`config.mk`:
```
export PLATFORM = sky130hd
export DESIGN_NAME = led_blink_scheduler
export DESIGN_NICKNAME = d
export VERILOG_FILES = /design/src/rtl/led_sched_pkg.sv /design/src/rtl/led_blink_scheduler_tick_prescaler.sv /design/src/rtl/led_blink_scheduler.sv
export SDC_FILE = /design/constraint.sdc
export NUM_CORES = 1
export LEC_CHECK = 0
export BUFFER_PORTS_ARGS = -buffer_cell sky130_fd_sc_hd__clkbuf_2
export CORE_AREA = 2 2 65 79
export CTS_CLUSTER_DIAMETER = 100
export DETAILED_ROUTE_END_ITERATION = 10
export DIE_AREA = 0 0 67 81
export GPL_ROUTABILITY_DRIVEN = 0
export PLACE_DENSITY = 0.73
export SYNTH_ARGS = -nofsm -noshare
export SYNTH_HDL_FRONTEND = slang
export SYNTH_SLANG_ARGS = --single-unit
```
`constraint.sdc`:
```
create_clock -name clk -period 2.1 [get_ports clk]
set_clock_uncertainty 0.05 [all_clocks]
set_input_delay 0.105 -clock clk [delete_from_list [all_inputs] [get_ports clk]]
set_output_delay 0.105 -clock clk [all_outputs]
set_load 0.02 [all_outputs]
```
`src/rtl/led_sched_pkg.sv`:
```
// Shared definitions for the LED blink scheduler: FSM state encoding and
// small width helpers for the parameterised counters.
package led_sched_pkg;

    typedef enum logic [2:0] {
        ST_IDLE = 3'd0,
        ST_ON   = 3'd1,
        ST_OFF  = 3'd2,
        ST_GAP  = 3'd3,
        ST_DONE = 3'd4
    } led_state_e;

    localparam int STATE_W = 3;

    // Counter width able to hold 0..n-1; never narrower than one bit.
    function automatic int width_for(input int n);
        return (n <= 2) ? 1 : $clog2(n);
    endfunction

    function automatic int max3(input int a, input int b, input int c);
        int m;
        m = (a > b) ? a : b;
        return (m > c) ? m : c;
    endfunction

endpackage

```
`src/rtl/led_blink_scheduler_tick_prescaler.sv`:
```
// Free-running divider producing a one-cycle tick every DIV cycles, counted
// from the most recent restart.
module tick_prescaler
    import led_sched_pkg::*;
#(
    parameter int DIV = 250000
) (
    input  logic clk,
    input  logic rst,
    input  logic restart,
    output logic tick
);

    localparam int CW = width_for(DIV);
    localparam logic [CW-1:0] LAST = CW'(DIV - 1);

    logic [CW-1:0] cnt_q;
    logic [CW-1:0] cnt_d;

    always_comb begin
        cnt_d = cnt_q + CW'(1);
        if (restart || cnt_q == LAST) begin
            cnt_d = '0;
        end
    end

    always_ff @(posedge clk) begin
        if (rst) begin
            cnt_q <= '0;
        end else begin
            cnt_q <= cnt_d;
        end
    end

    assign tick = (cnt_q == LAST) && !restart;

endmodule

```
`src/rtl/led_blink_scheduler.sv`:
```
// Round-robin owner of the single status LED: grants one requester at a time,
// plays its blink burst with tick-exact timing, then a dark gap and a done pulse.
module led_blink_scheduler
    import led_sched_pkg::*;
#(
    parameter int N_REQ     = 4,
    parameter int CNT_W     = 4,
    parameter int TICK_DIV  = 250000,
    parameter int ON_TICKS  = 20,
    parameter int OFF_TICKS = 20,
    parameter int GAP_TICKS = 100
) (
    input  logic                       clk,
    input  logic                       rst,
    input  logic [N_REQ-1:0]           req_valid,
    input  logic [N_REQ*CNT_W-1:0]     req_count,
    output logic [N_REQ-1:0]           req_ack,
    output logic [N_REQ-1:0]           req_done,
    output logic [$clog2(N_REQ)-1:0]   grant_id,
    output logic                       busy,
    output logic                       led,
    output logic [STATE_W-1:0]         dbg_state
);

    localparam int ID_W = $clog2(N_REQ);
    localparam int PH_W = width_for(max3(ON_TICKS, OFF_TICKS, GAP_TICKS));

    // Handshake: a requester holds req_valid (and its count) until it sees
    // req_ack for its index, then drops valid the following cycle. Valid is
    // only looked at while idle; req_done later marks the end of that burst.

    led_state_e        state_q, state_d;
    logic [ID_W-1:0]   ptr_q, ptr_d;
    logic [ID_W-1:0]   gid_q, gid_d;
    logic [CNT_W-1:0]  rem_q, rem_d;
    logic [PH_W-1:0]   phase_q, phase_d;
    logic              led_q, led_d;

    logic              found;
    logic [ID_W-1:0]   gnt_idx;
    logic [ID_W-1:0]   cand;
    logic [CNT_W-1:0]  gnt_count;
    logic [PH_W-1:0]   ph_last;
    logic              phase_end;
    logic              restart;
    logic              tick;
    logic [N_REQ-1:0]  ack_c;
    logic [N_REQ-1:0]  done_c;

    tick_prescaler #(
        .DIV(TICK_DIV)
    ) u_prescaler (
        .clk    (clk),
        .rst    (rst),
        .restart(restart),
        .tick   (tick)
    );

    // First valid requester at or after the pointer, wrapping.
    always_comb begin
        found   = 1'b0;
        gnt_idx = '0;
        cand    = '0;
        for (int i = 0; i < N_REQ; i++) begin
            cand = ID_W'((int'(ptr_q) + i) % N_REQ);
            if (!found && req_valid[cand]) begin
                found   = 1'b1;
                gnt_idx = cand;
            end
        end
    end

    assign gnt_count = req_count[int'(gnt_idx)*CNT_W +: CNT_W];

    always_comb begin
        ph_last = '0;
        case (state_q)
            ST_ON:   ph_last = PH_W'(ON_TICKS - 1);
            ST_OFF:  ph_last = PH_W'(OFF_TICKS - 1);
            ST_GAP:  ph_last = PH_W'(GAP_TICKS - 1);
            default: ph_last = '0;
        endcase
    end

    assign phase_end = tick && (phase_q == ph_last);

    always_comb begin
        state_d = state_q;
        ptr_d   = ptr_q;
        gid_d   = gid_q;
        rem_d   = rem_q;
        phase_d = phase_q;
        ack_c   = '0;
        done_c  = '0;
        restart = 1'b0;
        case (state_q)
            ST_IDLE: begin
                if (found) begin
                    ack_c[gnt_idx] = 1'b1;
                    rem_d          = gnt_count;
                    gid_d          = gnt_idx;
                    ptr_d          = (gnt_idx == ID_W'(N_REQ - 1)) ? '0 : gnt_idx + ID_W'(1);
                    restart        = 1'b1;
                    phase_d        = '0;
                    state_d        = (gnt_count == '0) ? ST_DONE : ST_ON;
                end
            end
            ST_ON: begin
                if (phase_end) begin
                    phase_d = '0;
                    rem_d   = rem_q - CNT_W'(1);
                    state_d = (rem_q > CNT_W'(1)) ? ST_OFF : ST_GAP;
                end else if (tick) begin
                    phase_d = phase_q + PH_W'(1);
                end
            end
            ST_OFF: begin
                if (phase_end) begin
                    phase_d = '0;
                    state_d = ST_ON;
                end else if (tick) begin
                    phase_d = phase_q + PH_W'(1);
                end
            end
            ST_GAP: begin
                if (phase_end) begin
                    phase_d = '0;
                    state_d = ST_DONE;
                end else if (tick) begin
                    phase_d = phase_q + PH_W'(1);
                end
            end
            ST_DONE: begin
                done_c[gid_q] = 1'b1;
                state_d       = ST_IDLE;
            end
            default: begin
                state_d = ST_IDLE;
            end
        endcase
        led_d = (state_d == ST_ON);
    end

    always_ff @(posedge clk) begin
        if (rst) begin
            state_q <= ST_IDLE;
            ptr_q   <= '0;
            gid_q   <= '0;
            rem_q   <= '0;
            phase_q <= '0;
            led_q   <= 1'b0;
        end else begin
            state_q <= state_d;
            ptr_q   <= ptr_d;
            gid_q   <= gid_d;
            rem_q   <= rem_d;
            phase_q <= phase_d;
            led_q   <= led_d;
        end
    end

    // Reset aborts everything at once, including a pulse due this cycle.
    assign req_ack   = rst ? '0 : ack_c;
    assign req_done  = rst ? '0 : done_c;
    assign grant_id  = gid_q;
    assign busy      = (state_q != ST_IDLE);
    assign led       = led_q;
    assign dbg_state = state_q;

endmodule

```
# Word level (Yosys, flattened, before mapping)
# Index checks and enable logic that the tools add are counted.
[op_classes]
mux = 43
eq_ne = 11
n_reduce_logical = 23
shifts = 1
add_sub_neg = 7
order_cmp = 9
[ops]
columns = ["cell", "count"]
rows = [
  ["$mux W4", 7],
  ["$pmux W7 S2", 2],
  ["$mux W7", 3],
  ["$add A18 B1 Y18 const B", 1],
  ["$eq A18 B18 Y1 const B", 1],
  ["$lt A2 B3 Y1 const B", 6],
  ["$shiftx A16 B5 Y4", 1],
  ["$mux W3", 5],
  ["$mux W1", 13],
  ["$pmux W3 S4", 1],
  ["$mux W2", 5],
  ["$bmux W1 S2", 4],
  ["$pmux W4 S2", 1],
  ["$add A7 B1 Y7 const B", 1],
  ["$eq A7 B7 Y1", 1],
  ["$logic_and A1 B1 Y1", 7],
  ["$eq A3 B1 Y1 const B", 2],
  ["$eq A3 B2 Y1 const B", 2],
  ["$reduce_and A3 Y1", 2],
  ["$add A2 B1 Y2 const B", 2],
  ["$add A2 B2 Y2 const B", 2],
  ["$demux W1 S2", 2],
  ["$ge A2 B1 Y1 const B", 2],
  ["$gt A4 B1 Y1 const B", 1],
  ["14 further kinds", 20],
]
[totals]
inputBits = 22
output_inout_bits = 15
elab_cells = 101
register_bits = 37

# Depth between registers and ports, before layout
# Gate-level depths: netlist of run 1.
[depth]
word_depth = 20
ltp_mapped = 9
mapped_depth_nobuf = 8

# Hierarchy
# Synthesis of run 1 repeated with hierarchy kept, for this count alone.
[hier_totals]
cells_unflattened = 287
area_unflattened_um2 = 2303.5
[modules_own_cells]
columns = ["module", "cells_each", "area_each_um2", "n_inst", "seq_area_each_um2"]
rows = [
  ["led_blink_scheduler", 192, 1472.7, 1, 380.4],
  ["tick_prescaler", 95, 830.8, 1, 360.3],
]

# Worst setup path before layout of run 1
# OpenSTA, ideal clock, no wires.
[synth_path]
kind = "register -> register"
startpoint = "register state_q[2], in the netlist dbg_state[2]"
endpoint = "register led_q, in the netlist led"
path_stages_with_launch = 9
path_slack_ps = -112
n_path_buf = 1
synth_period_minus_slack_ps = 2212
t_arrival_ps = 2043
setup_ps = 119
t_required_ps = 1931
cell_sequence = "dfxtp_1 o21ba_2 or3_1 a221oi_1 and3_1 buf_4 a311oi_1 o21a_1 o221a_1"
[synth_between]
elab_chain_len = 8
elab_cells_between_ends = 17
[synth_rtl]
columns = ["element", "line", "source"]
rows = [
  ["start, declared", "led_blink_scheduler.sv:32", "led_state_e state_q, state_d;"],
  ["start signal, assigned", "led_blink_scheduler.sv:153", "state_q <= state_d;"],
  ["$eq A3 B2 Y1, or another cell as far along", "led_blink_scheduler.sv:77, led_blink_scheduler.sv:96", ""],
  ["$reduce_or A2 Y1 (no line) / $mux W1 (equally long branches)", "n/a", ""],
  ["$pmux W7 S2 / $logic_not A1 Y1 (equally long branches)", "led_blink_scheduler.sv:77, led_blink_scheduler_tick_prescaler.sv:35", ""],
  ["$eq A7 B7 Y1 / $logic_and A1 B1 Y1 (equally long branches)", "led_blink_scheduler.sv:85, led_blink_scheduler_tick_prescaler.sv:35", ""],
  ["$logic_and A1 B1 Y1", "led_blink_scheduler.sv:85", "assign phase_end = tick && (phase_q == ph_last);"],
  ["$mux W3 (on tied branches)", "led_blink_scheduler.sv:126, led_blink_scheduler.sv:109, led_blink_scheduler.sv:118", ""],
  ["$pmux W3 S4 (*)", "led_blink_scheduler.sv:96", "case (state_q)"],
  ["$eq A3 B1 Y1 (*)", "led_blink_scheduler.sv:141", "led_d = (state_d == ST_ON);"],
  ["end signal, assigned", "led_blink_scheduler.sv:158", "led_q <= led_d;"],
  ["end, declared", "led_blink_scheduler.sv:37", "logic led_q, led_d;"],
]
# Every way passes the cells marked *; elsewhere a longest branch is shown, timed or not.
# A chain may end at the register's enable or synchronous reset.

# Worst setup path in the final report of run 1
[layout_path]
startpoint = "register ptr_q[0]"
endpoint = "register state_q[2], in the netlist dbg_state[2]"
[layout_between]
elab_chain_len = 19
elab_cells_between_ends = 38
[layout_rtl]
columns = ["element", "line", "source"]
rows = [
  ["start, declared", "led_blink_scheduler.sv:33", "logic [ID_W-1:0] ptr_q, ptr_d;"],
  ["start signal, assigned", "led_blink_scheduler.sv:154", "ptr_q <= ptr_d;"],
  ["branches (longest 18 deep; another with $add A2 B1 Y2)", "n/a", ""],
  ["$pmux W3 S4 (*)", "led_blink_scheduler.sv:96", ""],
]
# Every way passes the cells marked *. The select of a mux whose other input is x is not followed.

==> results of run 1 <==
-- layer usage --
| layer | global-route usage, % | wire, um | vias to the layer above | share of wire [%] |
|---|---|---|---|---|
| li1 | - | - | 1142 | - |
| met1 | 22.09 | 2327 | 1074 | 40 |
| met2 | 38.42 | 2906 | 63 | 50 |
| met3 | 4.709 | 289 | 17 | 5.0 |
| met4 | 11.84 | 248 | 0 | 4.3 |
| met5 | 0 | 0 | - | 0 |
-- cells by family after synthesis --
group / count (synthesis) / synth area share [%]
xor+xnor: 23 / 8.920
mux: 3 / 1.330
flops: 37 / 32.80
simple gates: 140 / 32.30
fa+ha+maj: 8 / 4.432
buf+inv: 21 / 4.598
compound gates: 46 / 15.62
-- area by class of cell --
cell class | instances | area share, %
Sequential cell | 37 | 24.44
Multi-Input combinational cell | 220 | 50.75
Tap cell | 60 | 2.436
Inverter | 9 | 1.096
Clock inverter | 2 | 1.137
Clock buffer | 6 | 3.045
Timing Repair Buffer | 78 | 17.09
-- cell usage after synthesis (all sizes together) (2+ instances only) --
cell,count
nand3,19
and2,2
a21o,3
a21oi,9
nor2,39
nand4,6
a31o,2
o211a,2
nor2b,6
mux2i,3
inv,9
xnor2,7
nor4b,2
a221oi,4
or3,3
ha,8
and3,15
xor2,16
a32oi,4
a211oi,2
clkbuf,6
nand2b,2
or4,3
buf,6
nor4,5
nand2,22
dfxtp,37
nor3b,5
a2bb2oi,2
o21ai,11
nor3,7
-- worst register-to-register path, delay by kind of cell (launching register included) --
family / cells / cell delay [ns]
simple gates: 4 / 0.90
compound gates: 3 / 0.85
flops: 1 / 0.37
-- path summary, 6_finish.rpt --
path	from	to	slack (ns)	depth (start not counted)
worst max-delay path	ptr_q[0]	dbg_state[2]	-0.14	7
worst min-delay path	rst	ptr_q[0]	0.11	2
worst max register to register	ptr_q[0]	dbg_state[2]	-0.14	7
worst min register to register	u_prescaler.cnt_q[0]	u_prescaler.cnt_q[0]	0.40	1
-- through the flow --
step                hold slack, ns  cell area, um2  setup WS (ns)  std cells  power [uW]
floorplan                   0.3303            2282      -0.005823        278        1721
global placement            0.3794            2755        -0.1016        402        2097
detailed placement          0.3878            2755        -0.1542        402        2116
CTS                         0.1131            3005       -0.08951        411        2920
global route                0.1226            3082        -0.1607        412        3161
finish                      0.1112            3082        -0.1427        412        2981
-- power by group --
| part | leakage, uW | total, uW | switching [uW] | internal (uW) |
|---|---|---|---|---|
| sequential | 0.000303 | 892 | 87.1 | 805 |
| combinational | 0.000967 | 1410 | 752 | 657 |
| clock | 0.0000663 | 679 | 255 | 424 |
| total | 0.00134 | 2980 | 1090 | 1890 |
-- state kept, by name, summed over array words and instances (netlist names) --
name and cells:
phase_q 7, rem_q 4, u_prescaler.cnt_q 18, dbg_state 3
ptr_q 2, led 1, grant_id 2
-- timing repair --
| item | CTS | global route |
|---|---|---|
| setup endpoints to repair | 10 | 18 |
| resized for setup | 25 | 20 |
| hold endpoints to repair | 0 | 0 |
| pin swaps | 6 | 9 |
| buffers inserted | 2 | 1 |
==> flow_metrics.tcl, run 1 <==
set metrics [dict create \
    outcome "finished with violations" \
    violations "negative setup slack" \
    netlist_area_mm2 0.002258 \
    drc 0 \
    synth-main-ff-cell "dfxtp_1" \
    worst_slew_pin_slew_ns 0.4021 \
    synthTopCellsByArea "dfxtp_1, nor2_1, xor2_1" \
    peakVddDrop_mv 0.5314 \
    synth_seq_cells 37 \
    drt_wl_total_um 5771 \
    synth_largest_area_cell "dfxtp_1" \
    end_kind "flip-flop" \
    worst-path-max-fanout 7 \
    hpwl_um 4085 \
    cpPeakStageDelay_ns 0.60 \
    period_needed_ns 2.243 \
    nFillCells 402 \
    grt_first_pass_wirelength_um 8942 \
    clock_latency_ns 0.29 \
    dieHeight_um 81 \
    layout_commonest_cell "buf_4" \
    antenna_found_initial 0 \
    postCtsHoldBufs 0 \
    crit_type "reg2reg" \
    cts_max_path_buffers 2 \
    drive_above_1_share_pct 35.80 \
    dieArea_mm2 0.005427 \
    max_cap_viol_count 0 \
    coreArea_mm2 0.004765 \
    start_util_pct 47.40 \
    fmax_ghz 0.4459 \
    grt_max_degree 19 \
    multi_input_area_mm2 0.001564 \
    area_delta_synth_final_pct 36.45 \
    relSlewSlack_pct 73.19 \
    drtPass1Iterations 4 \
    clockRootBuffer "clkbuf_8" \
    cts_tree "built" \
    power_density_mw_per_mm2 967.3 \
    hold_class "in2reg" \
    synth_nets 308 \
    grtUsageTotal_pct 21.17 \
    synth.distinct_cells 52 \
    cts.sinks 37 \
    overflow 0 \
    cp_slowest_cell "or4_4" \
    crit_family "simple AND/OR/NAND/NOR gates" \
    worst_setup_path_start_kind "flip-flop" \
    cp.required_ns 2.26 \
    period_share_pct 106.8 \
    clk_pin_slew_worst_paths_ns 0.07 \
    vias 2296 \
    slew_violations 0 \
    antenna_cells 0 \
    ys_seq_area_share_pct 32.80 \
    die_x_um 67 \
    path_cells "nor2b_4 -> or4_4 -> nand3_2 -> o211ai_1 -> a2111oi_4 -> a32oi_1 -> nor3_2" \
    yosys.area.top_type_share_pct 32.80 \
    h-tree-depth 2 \
    cp_num_buf_inv 0 \
    ys_warn_count 0 \
    cp_data_arrival_time_ns 2.40 \
    synth_enable_flop_cells 0 \
    antenna_left 0 \
    utilization_pct 64.68 \
    drtIter0Drc 165 \
    final_cell_mix "buf_4, nor2_1, dfxtp_1" \
    fin_nets 381 \
    final-seq-area_um2 753.2 \
    cts_made_buffers 5 \
    port_buffers 36 \
    io_pins 37 \
    vias_per_cell 5.573 \
    num_rows 28 \
    syn_inst 278 \
    synth.avg_cell_area_um2 8.124 \
    setup_viol 5 \
    grt_pass1_vias 2138 \
    synth-async-reset-ratio_pct 0 \
    setup_tns_ns -0.3097 \
    fin_ws_ns -0.1427 \
    leakagePower_uw 0.001336 \
    rsz0062_at_grt "true" \
    hold_violations 0 \
    wl_per_cell_um 14.01 \
]
No activity file was read; power rests on OpenSTA's default activity.
==> run 2, diff against run 1 <==
--- a/config.mk
+++ b/config.mk
@@ -11,7 +11,7 @@
 export DETAILED_ROUTE_END_ITERATION = 10
 export DIE_AREA = 0 0 67 81
 export GPL_ROUTABILITY_DRIVEN = 0
-export PLACE_DENSITY = 0.73
+export PLACE_DENSITY = 0.72
 export SYNTH_ARGS = -nofsm -noshare
 export SYNTH_HDL_FRONTEND = slang
 export SYNTH_SLANG_ARGS = --single-unit
==> run 2 against run 1 <==
Net effect:
- the run still ends with negative setup slack left
- die area unchanged
- critical path type unchanged
- clock power decreased by 25%
- final cell count up 3.6%
==> flow_metrics.tcl, run 2 (same netlist as run 1, synthesis figures left out) <==
set metrics [dict create \
    crit_family "compound AO/OA/AOI/OAI gates" \
    port_buffers 36 \
    clock_power_share_pct 17.3 \
    die_x_um 67 \
    drive_above_1_share_pct 38.69 \
    drt_wl_total_um 5873 \
    start_util_pct 47.40 \
    worst_slew_pin_slew_ns 0.5076 \
    cts_made_buffers 5 \
    power_density_mw_per_mm2 929.5 \
    vias_per_cell 5.384 \
    peakVddDrop_mv 0.4026 \
    grtUsageTotal_pct 21.80 \
    drtIter0Drc 85 \
    combPwrFrac_pct 52.5 \
    dieArea_mm2 0.005427 \
    crit_type "reg2reg" \
    drc 0 \
    antenna_left 0 \
    hold_violations 0 \
    cp.required_ns 2.27 \
    worst-path-max-fanout 5 \
    area_delta_synth_final_pct 40.94 \
    grt_max_degree 19 \
    cpPeakStageDelay_ns 0.43 \
    r2r_slack_ns -0.13 \
    cp_slowest_cell "a221oi_1" \
    cp_data_arrival_time_ns 2.40 \
    cts_max_path_buffers 2 \
    hpwl_um 4185 \
    relSlewSlack_pct 65.84 \
    final_cell_mix "buf_4, nor2_1, dfxtp_1, clkbuf_2, nand2_1" \
    io_pins 37 \
    dp_slack_ns -0.2505 \
    switching_share_pct 38.39 \
    nFillCells 398 \
    dr_wl_met2_um 3068 \
    layout_commonest_cell "buf_4" \
    period_needed_ns 2.233 \
    num_rows 28 \
    setup_tns_ns -0.3880 \
    clk_pin_slew_worst_paths_ns 0.08 \
    fmax_ghz 0.4478 \
    p_int_uw 1823 \
    period_share_pct 106.4 \
    clockRootBuffer "clkbuf_8" \
    clock_latency_ns 0.29 \
    switchingPower_uw 1136 \
    slew_violations 0 \
    power.share.sequential_pct 30.2 \
    overflow 0 \
    utilization_pct 66.81 \
    leakagePower_uw 0.001398 \
    setup_viol 7 \
    max_cap_viol_count 0 \
    wl_met1_um 2430 \
    path_cells "buf_6 -> nand2_2 -> a211o_4 -> a221oi_1 -> a32oi_2 -> a2111oi_4 -> a32oi_1 -> nor3_2" \
    vias 2299 \
    cts_tree "built" \
    hold_class "in2reg" \
    wl_per_cell_um 13.75 \
    coreArea_mm2 0.004765 \
    rsz0062_at_grt "true" \
    route.met3.wl_um 262 \
    grt_pass1_vias 2165 \
    reg_top3 "u_prescaler.cnt_q x18, phase_q x7, rem_q x4" \
    grt_first_pass_wirelength_um 9218 \
    p_total_uw 2959 \
    fin_ws_ns -0.1334 \
    h-tree-depth 2 \
    top_register "u_prescaler.cnt_q" \
    end_kind "flip-flop" \
    drtPass1Iterations 4 \
    fin_nets 396 \
    violations "negative setup slack" \
    antenna_found_initial 0 \
    dieHeight_um 81 \
    cp_num_buf_inv 1 \
    routed.top_layer "met4" \
    largest_register_ffs 18 \
    outcome "finished with violations" \
    antenna_cells 0 \
    postCtsHoldBufs 0 \
    cts.sinks 37 \
    worst_setup_path_start_kind "flip-flop" \
]
==> run 2: per-layer routing <==
| metal | up-vias | track usage (%) |
|---|---|---|
| met5 | - | 0 |
| met4 | 0 | 8.163 |
| met3 | 11 | 4.709 |
| met2 | 50 | 39.70 |
| met1 | 1066 | 24.40 |
| li1 | 1172 | - |
==> run 2: power groups by stage <==
stage / combinational, uW / clock, uW / sequential, uW
finish: 1550 / 512 / 893
global route: 1700 / 554 / 902
CTS: 1440 / 531 / 890
detailed placement: 1260 / 0 / 897
global placement: 1240 / 0 / 890
floorplan: 812 / 0 / 909
==> run 2: area by class of cell <==
class / count / area (um2) / area share (%)
clock buffer: 8 / 90.09 / 2.830
inverter: 9 / 33.78 / 1.061
multi-input combinational: 220 / 1608 / 50.51
tap: 60 / 75.07 / 2.358
sequential: 37 / 753.2 / 23.66
timing repair buffer: 93 / 623.1 / 19.58
==> run 2: path summary, 6_finish.rpt <==
check,from,to,cells after the start
worst min register to register,u_prescaler.cnt_q[0],u_prescaler.cnt_q[0],1
worst max-delay path,ptr_q[1],dbg_state[2],8
worst min-delay path,rst,ptr_q[0],2
worst max register to register,ptr_q[1],dbg_state[2],8
==> run 2: worst reg2reg max path, delay by kind of cell (launching register included) <==
| family | cells | cell delay, ns |
|---|---|---|
| DFF | 1 | 0.37 |
| buffers and inverters | 1 | 0.10 |
| and+or+nand+nor | 2 | 0.18 |
| AOI/OAI and AO/OA | 5 | 1.46 |
==> run 2: what timing repair did <==
action                     in CTS  in global routing
cloned                          0                  0
pin swaps                       8                  8
hold endpoints to repair        0                  0
setup buffers                   6                  2
gates resized for setup        25                 24
setup endpoints to repair      11                 18
==> run 2: metrics by stage <==
stage	hold slack (ns)	std cells	cell area [um2]
detailed placement	0.3955	411	2823
global placement	0.3829	411	2823
CTS	0.09512	425	3077
finish	0.1047	427	3183
global route	0.1191	427	3183
floorplan	0.3303	278	2282
